$ cat src/rtl/nlfsr_step_sequencer.sv
// Clocked sequencer for the 4-bit XOR/NOR nonlinear feedback network (LOAD seed / RUN N steps).
// Latency: LOAD visible 1 cycle after the start edge; RUN N steps finishes N cycles after busy rises.
// Backpressure: none. Start edges during RUN are dropped, not queued. NLFSR_STUCK_DETECT_EN enables the fixed-point abort.
module nlfsr_step_sequencer (
  input  logic [7:0] io_in,
  output logic [7:0] io_out
);

  typedef enum logic [1:0] {
    ST_IDLE = 2'd0,
    ST_RUN  = 2'd1,
    ST_DONE = 2'd2
  } state_e;

  logic       clk;
  logic       rst_n;
  logic       start_in;
  logic       mode_in;
  logic [3:0] arg_in;

  assign clk      = io_in[0];
  assign rst_n    = io_in[1];
  assign start_in = io_in[2];
  assign mode_in  = io_in[3];
  assign arg_in   = io_in[7:4];

  state_e     state_q, state_d;
  logic [3:0] q_q,     q_d;
  logic [4:0] cnt_q,   cnt_d;
  logic       busy_q,  busy_d;
  logic       done_q,  done_d;
  logic       start_q, start_d;
  logic       start_edge;
  logic [3:0] q_next;
  logic       fixed_pt;
`ifdef NLFSR_STUCK_DETECT_EN
  logic       stuck_q, stuck_d;
`endif

  // One network step; n3 and n2 are reused inside the same step for n1 and n0.
  function automatic logic [3:0] step_f(input logic [3:0] s);
    logic n3, n2, n1, n0;
    n3 = s[0] ^ ~(s[3] | s[2]);
    n2 = s[3] ^ ~(s[2] | s[1]);
    n1 = s[2] ^ ~(s[1] | n3);
    n0 = s[1] ^ ~(n3 | n2);
    return {n3, n2, n1, n0};
  endfunction

  assign start_edge = start_in & ~start_q;
  assign q_next     = step_f(q_q);

`ifdef NLFSR_STUCK_DETECT_EN
  assign fixed_pt = (q_next == q_q);
`else
  assign fixed_pt = 1'b0;
`endif

  // Next-state and datapath: accept commands in IDLE/DONE, step the network in RUN.
  always_comb begin
    state_d = state_q;
    q_d     = q_q;
    cnt_d   = cnt_q;
    busy_d  = busy_q;
    done_d  = done_q;
    start_d = start_in;
`ifdef NLFSR_STUCK_DETECT_EN
    stuck_d = stuck_q;
`endif
    case (state_q)
      ST_IDLE, ST_DONE: begin
        if (start_edge) begin
`ifdef NLFSR_STUCK_DETECT_EN
          stuck_d = 1'b0;
`endif
          if (!mode_in) begin
            q_d     = arg_in;
            done_d  = 1'b1;
            state_d = ST_DONE;
          end else begin
            cnt_d   = (arg_in == 4'd0) ? 5'd16 : {1'b0, arg_in};
            busy_d  = 1'b1;
            done_d  = 1'b0;
            state_d = ST_RUN;
          end
        end
      end
      ST_RUN: begin
        if (fixed_pt) begin
          // Network cannot move any further: stop early, leave q as is.
          busy_d  = 1'b0;
          done_d  = 1'b1;
          cnt_d   = 5'd0;
          state_d = ST_DONE;
`ifdef NLFSR_STUCK_DETECT_EN
          stuck_d = 1'b1;
`endif
        end else begin
          q_d   = q_next;
          cnt_d = cnt_q - 5'd1;
          if (cnt_q == 5'd1) begin
            busy_d  = 1'b0;
            done_d  = 1'b1;
            state_d = ST_DONE;
          end
        end
      end
      default: begin
        state_d = ST_IDLE;
      end
    endcase
  end

  // State registers with synchronous active-low reset.
  always_ff @(posedge clk) begin
    if (!rst_n) begin
      state_q <= ST_IDLE;
      q_q     <= 4'd0;
      cnt_q   <= 5'd0;
      busy_q  <= 1'b0;
      done_q  <= 1'b0;
      start_q <= 1'b0;
`ifdef NLFSR_STUCK_DETECT_EN
      stuck_q <= 1'b0;
`endif
    end else begin
      state_q <= state_d;
      q_q     <= q_d;
      cnt_q   <= cnt_d;
      busy_q  <= busy_d;
      done_q  <= done_d;
      start_q <= start_d;
`ifdef NLFSR_STUCK_DETECT_EN
      stuck_q <= stuck_d;
`endif
    end
  end

`ifdef NLFSR_STUCK_DETECT_EN
  assign io_out = {^q_q, stuck_q, done_q, busy_q, q_q};
`else
  assign io_out = {^q_q, 1'b0, done_q, busy_q, q_q};
`endif

endmodule

$ cat config.mk
export PLATFORM = sky130hd
export DESIGN_NAME = nlfsr_step_sequencer
export DESIGN_NICKNAME = d
export VERILOG_FILES = /design/src/rtl/nlfsr_step_sequencer.sv
export SDC_FILE = /design/constraint.sdc
export NUM_CORES = 1
export LEC_CHECK = 0
export ABC_CLOCK_PERIOD_IN_PS = 2400
export CELL_PAD_IN_SITES_DETAIL_PLACEMENT = 2
export CELL_PAD_IN_SITES_GLOBAL_PLACEMENT = 2
export CORE_ASPECT_RATIO = 0.9
export CORE_MARGIN = 3
export CORE_UTILIZATION = 25
export CTS_BUF_LIST = sky130_fd_sc_hd__clkbuf_16
export DETAILED_ROUTE_END_ITERATION = 12
export GPL_TIMING_DRIVEN = 0
export MAX_ROUTING_LAYER = met4
export PLACE_DENSITY = 0.67
export SLEW_MARGIN = 20
export SYNTH_ARGS = -nofsm -noshare
export SYNTH_HDL_FRONTEND = slang
export SYNTH_SLANG_ARGS = --single-unit
$ cat constraint.sdc
create_clock -name io_in -period 2.4 [get_ports io_in]
set_clock_uncertainty 0.1 [all_clocks]
set_input_delay 0.72 -clock io_in [delete_from_list [all_inputs] [get_ports io_in]]
set_output_delay 0.72 -clock io_in [all_outputs]
set_load 0.02 [all_outputs]
==> results of run 1 <==
-- cells by family after synthesis --
logic type,after synthesis,synth area share (%)
buffers and inverters,14,8.606
AND/OR/NAND/NOR,39,25.51
XOR/XNOR,4,4.383
AO/OA/AOI/OAI,29,21.29
adder cells (fa/ha/maj),3,4.695
flip-flops,14,35.05
other,1,0.4690
-- Yosys cell counts (2+ instances only) --
cell      count  area, sq um
a31oi_1       5        31.28
inv_1         6        22.52
ha_1          3        37.54
nand3_1       2        10.01
nor2_1       12        45.04
dfxtp_1      14        280.3
buf_4         4        30.03
a21oi_1      10        50.05
nor3_1        2        10.01
or3_1         2        12.51
o21ai_0       8        40.04
clkbuf_1      2        7.510
nand2_1      11        41.29
xnor2_1       3        26.28
-- per-stage QoR --
step	hold WS [ns]	worst slack [ns]	setup TNS (ns)
2_1_floorplan	0.02171	0.1564	0
3_3_place_gp	0.02171	-0.1751	-0.1751
3_5_place_dp	0.02171	-0.2183	-0.2183
==> reports/metrics.cfg, run 1 <==
[logic_synthesis]
yosys_warnings = 0
syn_nets = 115
synthFlopType = dfxtp_1
syn_area_sq_um = 799.5
syn_avg_cell_area_sq_um = 7.688
yosysSeqAreaShare_pct = 35.05
ys_seq_elements = 14
async_flop_share_pct = 0
yosysUniqueCellTypes = 34
synthCells = 104
synth_edf_count = 0

[outcome]
error = [ERROR DPL-0033] detailed placement checks failed during check placement.
stop_stage = clock tree synthesis
status = stopped before the end

[placed_design]
place_hpwl_um = 1839
port_buffers = 7
placedCellCount = 151
gp_congestion = 0.7447
dpl_cell_area_sq_um = 919.6

[clocking]
cts_resized = 25
post_cts_buffers = 3
cts_hold_buf = 0

[floorplan]
fp.dieW_um = 65.61
start_util_pct = 27.52
num_rows = 18
die_h_um = 59.65
pin_count = 16

==> run 2, diff against run 1 <==
CELL_PAD_IN_SITES_DETAIL_PLACEMENT = unset   (was 2)
CELL_PAD_IN_SITES_GLOBAL_PLACEMENT = unset   (was 2)
CORE_ASPECT_RATIO = unset   (was 0.9)
CORE_UTILIZATION = 20   (was 25)
CTS_BUF_LIST = unset   (was sky130_fd_sc_hd__clkbuf_16)
MAX_ROUTING_LAYER = unset   (was met4)
PLACE_DENSITY = unset   (was 0.67)
PLACE_DENSITY_LB_ADDON = 0.15   (was unset)
==> run 2 against run 1 <==
Compared with the run above: the flow now finishes, with violations (negative hold slack); synthesized cell count did not move; area after synthesis did not move.
==> reports/metrics.cfg, run 2 <==
[outcome]
status = finished with violations  ; was stopped before the end
failed_checks = negative hold slack

[placed_design]
place_hpwl_um = 1492  ; was 1839 um
dpl_cell_area_sq_um = 929.6  ; was 919.6 sq um
gp_congestion = 0.8040  ; was 0.7447
port_buffers = 7  ; unchanged
dpl_worst_slack_ns = -0.2006  ; was -0.2183 ns

[global_routing]
grt_pass1_wl_um = 6617
grt_overflow = 0
grt_antenna_before_repair = 0
grt_pass1_vias = 1747
grt_start_max_net_pins = 11
track_usage_pct = 16.84

[cells_and_area]
drive_above_1_share_pct = 38.12
fin_area_sq_um = 1803
final_common_cell = clkbuf_8
reg_top3 = cnt_q: 5 flops, q_q: 4 flops, state_q: 2 flops
final_nets = 181
regMostFlops = cnt_q
largest_reg_flops = 5
nFillCells = 361
final_cell_mix = clkbuf_8, dfxtp_1, nor2_1
area_delta_synth_final_pct = 125.5
num_antenna_cells = 0

[sta]
worst_slack_ns = 0.03276
fin_hold_ws_ns = -0.001847
hold_viol = 1
grt_setup_unrepaired = yes
slew_viol_final = 0
tightest_slew_ns = 0.5111
finalSetupViolations = 0
relSlewSlack_pct = 65.93

[logic_synthesis]
synth_edf_count = 0  ; unchanged
yosysUniqueCellTypes = 34  ; unchanged
synth_commonest_cells = dfxtp_1, nor2_1, nand2_1  ; unchanged
syn_avg_cell_area_sq_um = 7.688  ; unchanged
yosysMostFrequentCell = dfxtp_1  ; unchanged
syn_nets = 115  ; unchanged
post-synth-top-area-cell = dfxtp_1  ; unchanged
syn_area_sq_um = 799.5  ; unchanged
async_flop_share_pct = 0  ; unchanged
synthFlopType = dfxtp_1  ; unchanged
yosysSeqAreaShare_pct = 35.05  ; unchanged
synthCells = 104  ; unchanged
synth_top_area_share_pct = 35.05  ; unchanged
ys_seq_elements = 14  ; unchanged
yosys_warnings = 0  ; unchanged
synthTopCellsByArea = dfxtp_1, a21oi_1, nor2_1, nand2_1, o21ai_0  ; unchanged

[critical_path]
reg2reg_depth = 6
worst_setup_path_end_kind = flop
start_kind = clock port
cp_max_fo = 3
required_ns = 2.42
r2r_slack_ns = 0.61
path_class = clock port to flop
r2r_start = state_q[0]
arrival_ns = 2.38
reg2reg_to = cnt_q[2]

[floorplan]
fp.dieW_um = 69.23  ; was 65.61 um
die_h_um = 69.23  ; was 59.65 um
pin_count = 16  ; unchanged
num_rows = 22  ; was 18
die-area_sq_um = 4792
start_util_pct = 21.36  ; was 27.52%
core-area_sq_um = 3744

[detailed_routing]
num_vias = 1192
vias_per_cell = 5.205
drc = 0
postRouteWirelength_um = 3870
drtAntennaViolNets = 0
drt-initial-drc-count = 137
drt-wirelength-per-cell_um = 16.90
drt-pass1-iter-count = 7

[hold_path]
worstHoldStart = io_in[2]
min_path_cells = 3
hold_class = clock port to flop
hold_end = start_q

[clocking]
clk_latency_ns = 0.25
path_clk_slew_ns = 0.06
cts_tree = yes

[power_and_ir_drop]
leakage_nw = 0.7912
power_density_nw_per_um2 = 2129
irDropWorstVdd_mv = 0.6110
finalPower_mw = 3.838

[run]
drv_cap = 0

==> run 2: cell counts after synthesis <==
Identical to the previous run, type by type.
==> run 2: worst max-delay path by stage <==
stage                     depth (start not counted)  startpoint  slack, ns        end
after floorplan                                   4      q_q[2]       0.16  io_out[7]
after global placement                            5      q_q[2]      -0.18  io_out[7]
after detailed placement                          5      q_q[2]      -0.20  io_out[7]
after CTS                                         9    io_in[3]      0.008     q_q[0]
after global routing                              9    io_in[3]      -0.03     q_q[3]
final                                             9    io_in[3]       0.03     q_q[2]
==> run 2: stage by stage <==
step           setup TNS [ns]  std cells  utilization (%)
2_1_floorplan               0        104                -
3_3_place_gp          -0.1837        159            24.83
3_5_place_dp          -0.2006        159            24.83
4_1_cts                     0        229            47.06
5_1_grt              -0.05002        229            48.16
6_report                    0        229            48.16
==> run 2: logic make-up after synthesis <==
logic type	share of synthesized area, %
AOI/OAI and AO/OA	21.29
xor gates and xnor gates	4.383
adders and majority gates	4.695
buffers and inverters	8.606
DFF	35.05
other	0.4690
and+or+nand+nor	25.51
==> run 2: area by class of cell <==
cell class                      instances  area (sq um)  share of cell area, %
Clock buffer                           57         693.2                  38.45
Sequential cell                        14         285.3                  15.82
Tap cell                               48         60.06                  3.331
Buffer                                  6         37.54                  2.082
Multi-Input combinational cell         76         513.0                  28.45
Timing Repair Buffer                    7         67.56                  3.747
Inverter                                5         18.77                  1.041
Clock inverter                         16         127.6                  7.078
==> run 2: critical path: stages <==
cell      delay, ns
clkbuf_8       0.12
clkbuf_8       0.13
nor4b_4        0.29
buf_4          0.16
clkbuf_8       0.13
clkbuf_8       0.12
nor2_1         0.04
a21oi_1        0.11
a21oi_1        0.08
==> run 2: power by group <==
| part | switching (mW) | total (mW) | internal (mW) |
|---|---|---|---|
| sequential | 0 | 0.259 | 0.259 |
| clock | 1.19 | 3.58 | 2.39 |
| combinational | 0.00157 | 0.00265 | 0.00108 |
==> run 2: timing repair <==
item                                    4_1_cts  5_1_grt
hold buffers                                  0        0
pin swaps                                     3        4
gates cloned                                  0        0
gates resized for setup                       9       12
setup buffers                                 0        2
endpoints found under the setup margin        8        5
==> run 2: routing by layer <==
metal	GRT usage, %	vias to the layer above	routed length [um]
met4	32.32	0	421
met5	0	-	0
met2	16.42	127	1643
met1	10.04	515	1220
met3	20.43	51	584
li1	-	499	-
Note: power is estimated with default switching activity, not from simulation.
==> run 3, diff against run 2 <==
ABC_AREA = 1   (was unset)
==> run 3 against run 2 <==
Compared with the run above: the run still ends with negative hold slack left; critical path depth increased by 3; core utilization decreased by 0.40 points; non-clock buffer count decreased by 1; area after synthesis increased by 8.6%; critical endpoint is now cnt_q[1]; largest cell class unchanged; largest power group unchanged; highest routed layer unchanged.
==> reports/metrics.cfg, run 3 <==
[outcome]
status = finished with violations  ; unchanged
failed_checks = negative hold slack  ; unchanged

[logic_synthesis]
yosys_warnings = 0  ; unchanged
synthFlopType = dfxtp_1  ; unchanged
synth_edf_count = 0  ; unchanged
synthTopCellsByArea = dfxtp_1, inv_1, nand2_1, a21oi_1, o21ai_0  ; was dfxtp_1, a21oi_1, nor2_1, nand2_1, o21ai_0
syn_avg_cell_area_sq_um = 6.731  ; was 7.688 sq um
yosysUniqueCellTypes = 23  ; was 34
synthCells = 129  ; was 104
async_flop_share_pct = 0  ; unchanged
ys_seq_elements = 14  ; unchanged
syn_area_sq_um = 868.3  ; was 799.5 sq um
synth_top_area_share_pct = 32.28  ; was 35.05%
post-synth-top-area-cell = dfxtp_1  ; unchanged
synth_commonest_cells = inv_1, nand2_1, nor2_1  ; was dfxtp_1, nor2_1, nand2_1
syn_nets = 140  ; was 115
yosysSeqAreaShare_pct = 32.28  ; was 35.05%

[floorplan]
num_rows = 23  ; was 22
start_util_pct = 21.25  ; was 21.36%
core-area_sq_um = 4086  ; was 3744 sq um
die_h_um = 71.89  ; was 69.23 um
die-area_sq_um = 5168  ; was 4792 sq um
pin_count = 16  ; unchanged
fp.dieW_um = 71.89  ; was 69.23 um

[critical_path]
worst_path_largest_cell_delay_ns = 0.13  ; was 0.29 ns
r2r_slack_ns = 0.69  ; was 0.61 ns
reg2reg_depth = 10  ; was 6
path_cells = clkbuf_8 -> clkbuf_8 -> clkbuf_8 -> inv_1 -> nand2_1 -> nand3_4 -> clkbuf_8 -> clkbuf_8 -> clkbuf_8 -> inv_2 -> o21ai_2 -> nor2_1  ; was clkbuf_8 -> clkbuf_8 -> nor4b_4 -> buf_4 -> clkbuf_8 -> clkbuf_8 -> nor2_1 -> a21oi_1 -> a21oi_1
arrival_ns = 2.42  ; was 2.38 ns
crit_top_cell = clkbuf_8  ; unchanged
path_class = clock port to flop  ; unchanged
reg2reg_to = q_q[0]  ; was cnt_q[2]
worst_setup_path_end_kind = flop  ; unchanged
r2r_start = state_q[0]  ; unchanged
cp_max_fo = 3  ; unchanged
required_ns = 2.44  ; was 2.42 ns
start_kind = clock port  ; unchanged
slowest_stage = clkbuf_8  ; was nor4b_4

[clocking]
clk_latency_ns = 0.25  ; about the same
cts_hold_buf = 0  ; unchanged
cts_tree = yes  ; unchanged
path_clk_slew_ns = 0.07  ; was 0.06 ns

[sta]
worst_slack_ns = 0.02348  ; was 0.03276 ns
slew_viol_final = 0  ; unchanged
setup_tns_ns = 0  ; unchanged
finalSetupViolations = 0  ; unchanged
fin_hold_ws_ns = -0.01237  ; was -0.001847 ns
hold_viol = 1  ; unchanged

[hold_path]
min_path_cells = 4  ; was 3
hold_class = clock port to flop  ; unchanged
worstHoldStart = io_in[2]  ; unchanged
hold_end = start_q  ; unchanged

[cells_and_area]
drive_above_1_share_pct = 40.64  ; was 38.12%
final_common_cell = clkbuf_8  ; unchanged
largest_reg_flops = 5  ; unchanged
regMostFlops = cnt_q  ; unchanged
fin_area_sq_um = 1952  ; was 1803 sq um
num_antenna_cells = 0  ; unchanged
area_delta_synth_final_pct = 124.8  ; was 125.5%
final_cell_mix = clkbuf_8, inv_1, nand2_1  ; was clkbuf_8, dfxtp_1, nor2_1
final_nets = 223  ; was 181
reg_top3 = cnt_q: 5 flops, q_q: 4 flops, state_q: 2 flops  ; unchanged

[global_routing]
track_usage_pct = 20.29  ; was 16.84%
grt_start_max_net_pins = 11  ; unchanged
grt_pass1_wl_um = 7728  ; was 6617 um
grt_antenna_before_repair = 0  ; unchanged
grt_overflow = 0  ; unchanged
grt_pass1_vias = 2046  ; was 1,747

[placed_design]
port_buffers = 7  ; unchanged
place_hpwl_um = 1584  ; was 1492 um
dpl_worst_slack_ns = -0.1502  ; was -0.2006 ns
gp_congestion = 0.8042  ; was 0.8040
dpl_cell_area_sq_um = 1001  ; was 929.6 sq um

[detailed_routing]
drt-wirelength-per-cell_um = 14.49  ; was 16.90 um
drtAntennaViolNets = 0  ; unchanged
num_vias = 1329  ; was 1,192
drt-pass1-iter-count = 8  ; was 7
drc = 0  ; unchanged
vias_per_cell = 4.941  ; was 5.205
drt-initial-drc-count = 198  ; was 137
postRouteWirelength_um = 3897  ; was 3870 um

[power_and_ir_drop]
leakage_nw = 0.9181  ; was 0.7912 nW
power_density_nw_per_um2 = 2117  ; was 2129 nW/um^2
finalPower_mw = 4.132  ; was 3.838 mW
irDropWorstVdd_mv = 0.5618  ; was 0.6110 mV

[run]
drv_cap = 0  ; unchanged

-- run 3: cell types whose count changed after synthesis, moves of 4 or more --
cell / change
nand3_1: +8
inv_1: +13
nor2_1: +4
nand2_1: +8
a31oi_1: -5
o21ai_0: +5
a21oi_1: +4
-- run 3: final cells by class --
cell class | count | area (sq um)
Clock buffer | 62 | 823.3
Timing Repair Buffer | 7 | 67.56
Fill cell | 361 | 2135
Clock inverter | 31 | 131.4
Sequential cell | 14 | 282.8
Multi-Input combinational cell | 89 | 505.5
Inverter | 11 | 41.29
Buffer | 5 | 37.54
Tap cell | 50 | 62.56
-- run 3: worst max path at each step --
stage / depth (start not counted) / endpoint / start
finish: 12 / cnt_q[1] / io_in[3]
global route: 12 / cnt_q[1] / io_in[2]
CTS: 5 / io_out[7] / q_q[2]
detailed placement: 5 / io_out[7] / q_q[2]
global placement: 5 / io_out[7] / q_q[2]
floorplan: 4 / io_out[7] / q_q[2]
-- run 3: worst max-delay path: cells and delay by family --
kind                   cells  cell delay (ns)
buffers and inverters      8             0.84
AOI/OAI and AO/OA          1             0.12
and+or+nand+nor            3             0.26
-- run 3: layer usage --
| layer | up-vias | GRT usage [%] | share of wire (%) |
|---|---|---|---|
| li1 | 581 | - | - |
| met1 | 589 | 9.746 | 33 |
| met2 | 110 | 15.71 | 43 |
| met3 | 49 | 30.19 | 13 |
| met4 | 0 | 44.05 | 10 |
| met5 | - | 4.040 | 0 |
-- run 3: timing repair --
action / in CTS / in global routing
gates resized for setup: 12 / 8
endpoints found under the setup margin: 10 / 7
hold endpoints to repair: 0 / 0
gates cloned: 0 / 0
setup buffers: 0 / 0
pin swaps: 0 / 4
-- run 3: power by group --
group	leakage [nW]	total (mW)	internal (mW)	switching [mW]
logic	0.119	0.00265	0.00108	0.00156
clock network	0.678	3.87	2.48	1.39
registers	0.122	0.260	0.260	0
total	0.918	4.13	2.74	1.39
-- run 3: logic make-up after synthesis --
kind of cell / synth area share, %
AND/OR/NAND/NOR: 29.97
adder cells (fa/ha/maj): 4.323
flip-flops: 32.28
XOR/XNOR: 3.026
AO/OA/AOI/OAI: 16.57
other: 0.4319
buffers and inverters: 13.40
-- run 3: stage by stage --
stage          instances  hold slack [ns]  util [%]
6_report             269         -0.01237     47.76
5_1_grt              269          0.01871     47.76
4_1_cts              269         -0.01281     47.28
3_5_place_dp         186        -0.006547     24.49
3_3_place_gp         186        -0.006547     24.49
2_1_floorplan        129        -0.006547         -
==> run 4, diff against run 3 <==
MAX_ROUTING_LAYER = met4   (was unset)
PLACE_DENSITY_LB_ADDON = 0.25   (was 0.15)
RECOVER_POWER = 25   (was unset)
==> run 4 against run 3 <==
Compared with the run above: the flow still finishes with violations (negative hold slack); sequential cell count stayed put; hold slack worse by 0.030 ns; largest power group unchanged; design area is 1.5% higher; count of clock-buffer cells in the layout is 1 higher; critical path type unchanged; wire length is 11% higher; first-iteration DRC count is 1.0% lower; clock power is 3% higher; largest cell class unchanged.
==> reports/metrics.cfg, run 4 (same netlist as run 3, synthesis figures left out) <==
[outcome]
status = finished with violations  ; unchanged
failed_checks = negative hold slack  ; unchanged

[placed_design]
port_buffers = 7  ; unchanged
placedCellCount = 186  ; unchanged
gp_congestion = 0.7785  ; was 0.8042
place_hpwl_um = 1516  ; was 1584 um

[clocking]
cts_tree = yes  ; unchanged
path_clk_slew_ns = 0.07  ; about the same
clk_latency_ns = 0.28  ; was 0.25 ns
cts_hold_buf = 0  ; unchanged

[power_and_ir_drop]
finalPower_mw = 4.234  ; was 4.132 mW
power_density_nw_per_um2 = 2138  ; was 2117 nW/um^2
irDropWorstVdd_mv = 0.7682  ; was 0.5618 mV
leakage_nw = 0.9253  ; was 0.9181 nW

[global_routing]
grt_pass1_vias = 2040  ; was 2,046
grt_antenna_before_repair = 0  ; unchanged
track_usage_pct = 20.42  ; was 20.29%
grt_overflow = 0  ; unchanged
grt_start_max_net_pins = 11  ; unchanged
grt_pass1_wl_um = 7872  ; was 7728 um

[detailed_routing]
drt-pass1-iter-count = 4  ; was 8
drt-initial-drc-count = 196  ; was 198
drtAntennaViolNets = 0  ; unchanged
dr_wl_met2_um = 1842  ; was 1689 um
drt-wirelength-per-cell_um = 16.00  ; was 14.49 um
top_layer = met4  ; unchanged
num_vias = 1342  ; was 1,329
drc = 0  ; unchanged
met3_length_um = 567  ; was 503 um
drt-met1-wl_um = 1410  ; was 1297 um
vias_per_cell = 4.970  ; was 4.941
postRouteWirelength_um = 4321  ; was 3897 um

[floorplan]
die-area_sq_um = 5168  ; unchanged
die_h_um = 71.89  ; unchanged
fp.dieW_um = 71.89  ; unchanged
pin_count = 16  ; unchanged
core-area_sq_um = 4086  ; unchanged
start_util_pct = 21.25  ; unchanged
num_rows = 23  ; unchanged

[cells_and_area]
largest_reg_flops = 5  ; unchanged
final_cell_mix = clkbuf_8, inv_1, nand2_1  ; unchanged
nFillCells = 364  ; was 361
drive_above_1_share_pct = 40.00  ; was 40.64%
regMostFlops = cnt_q  ; unchanged
final_nets = 224  ; was 223
num_antenna_cells = 0  ; unchanged
fin_cells = 270  ; was 269
multiInputGateArea_sq_um = 506.7  ; was 505.5 sq um
ff_latch_area_sq_um = 285.3  ; was 282.8 sq um
reg_top3 = cnt_q: 5 flops, q_q: 4 flops, state_q: 2 flops  ; unchanged
final_common_cell = clkbuf_8  ; unchanged
area_delta_synth_final_pct = 128.1  ; was 124.8%

[sta]
slew_viol_final = 0  ; unchanged
fin_hold_ws_ns = -0.04225  ; was -0.01237 ns
grt_setup_unrepaired = no
hold_viol = 1  ; unchanged
finalSetupViolations = 0  ; unchanged

[critical_path]
arrival_ns = 2.41  ; was 2.42 ns
worst_path_largest_cell_delay_ns = 0.14  ; was 0.13 ns
crit_top_cell = clkbuf_8  ; unchanged
critPathBufInv = 8  ; unchanged
start_kind = clock port  ; unchanged
path_delay_family = buffers and inverters  ; unchanged
path_cells = clkbuf_8 -> clkbuf_8 -> clkbuf_8 -> inv_1 -> nand2_1 -> nand3_4 -> clkbuf_8 -> clkbuf_8 -> clkbuf_8 -> inv_2 -> o21ai_2 -> nor2_1  ; unchanged
required_ns = 2.47  ; was 2.44 ns
slowest_stage = clkbuf_8  ; unchanged
cp_max_fo = 4  ; was 3
worst_setup_path_end_kind = flop  ; unchanged
path_class = clock port to flop  ; unchanged

[hold_path]
hold_class = clock port to flop  ; unchanged

[run]
drv_cap = 0  ; unchanged

run 4: what timing repair did:
| item | 4_1_cts | 5_1_grt |
|---|---|---|
| gates resized for setup | 14 | 6 |
| setup buffers | 0 | 1 |
| pin swaps | 1 | 3 |
| endpoints found under the setup margin | 6 | 2 |
run 4: path summary, 6_finish.rpt:
kind,from,to,slack (ns),cells after the start
min reg2reg,done_q,done_q,0.37,2
max,io_in[3],cnt_q[1],0.06,12
max reg2reg,state_q[0],state_q[1],0.74,9
min,io_in[2],start_q,-0.04,4
run 4: final cells by class:
cell class	instances	share of cell area (%)
clock buffer	63	41.76
clock inverter	30	7.328
tap	50	3.159
inverter	11	2.085
multi-input combinational	89	25.58
buffer	5	1.895
timing repair buffer	8	3.790
sequential	14	14.40
run 4: worst register-to-register path, stage by stage (launching register included):
cell	delay, ns
dfxtp_1	0.42
inv_2	0.12
nand2_4	0.11
clkbuf_8	0.13
clkbuf_8	0.12
clkbuf_8	0.10
inv_1	0.06
nor2_4	0.17
nand2_1	0.12
a21oi_1	0.15
run 4: through the flow:
| step | utilization (%) | instance area [sq um] | setup WS [ns] | TNS [ns] |
|---|---|---|---|---|
| 2_1_floorplan | - | 868.3 | 0.1652 | 0 |
| 3_3_place_gp | 24.49 | 1001 | -0.1544 | -0.1544 |
| 3_5_place_dp | 24.49 | 1001 | -0.1386 | -0.1386 |
| 4_1_cts | 47.83 | 1954 | 0.02629 | 0 |
| 5_1_grt | 48.47 | 1981 | 0.02792 | 0 |
| 6_report | 48.47 | 1981 | 0.05947 | 0 |
run 4: per-layer routing:
layer / up-vias / global-route usage, %
met5: - / -
met4: 0 / 36.95
met3: 56 / 26.73
met2: 132 / 17.04
met1: 570 / 12.64
li1: 584 / -
run 4: where the power goes:
part / total (mW) / internal, mW / switching (mW)
logic: 0.00265 / 0.00108 / 0.00157
registers: 0.258 / 0.258 / 0
clock network: 3.97 / 2.53 / 1.44
total: 4.23 / 2.79 / 1.44
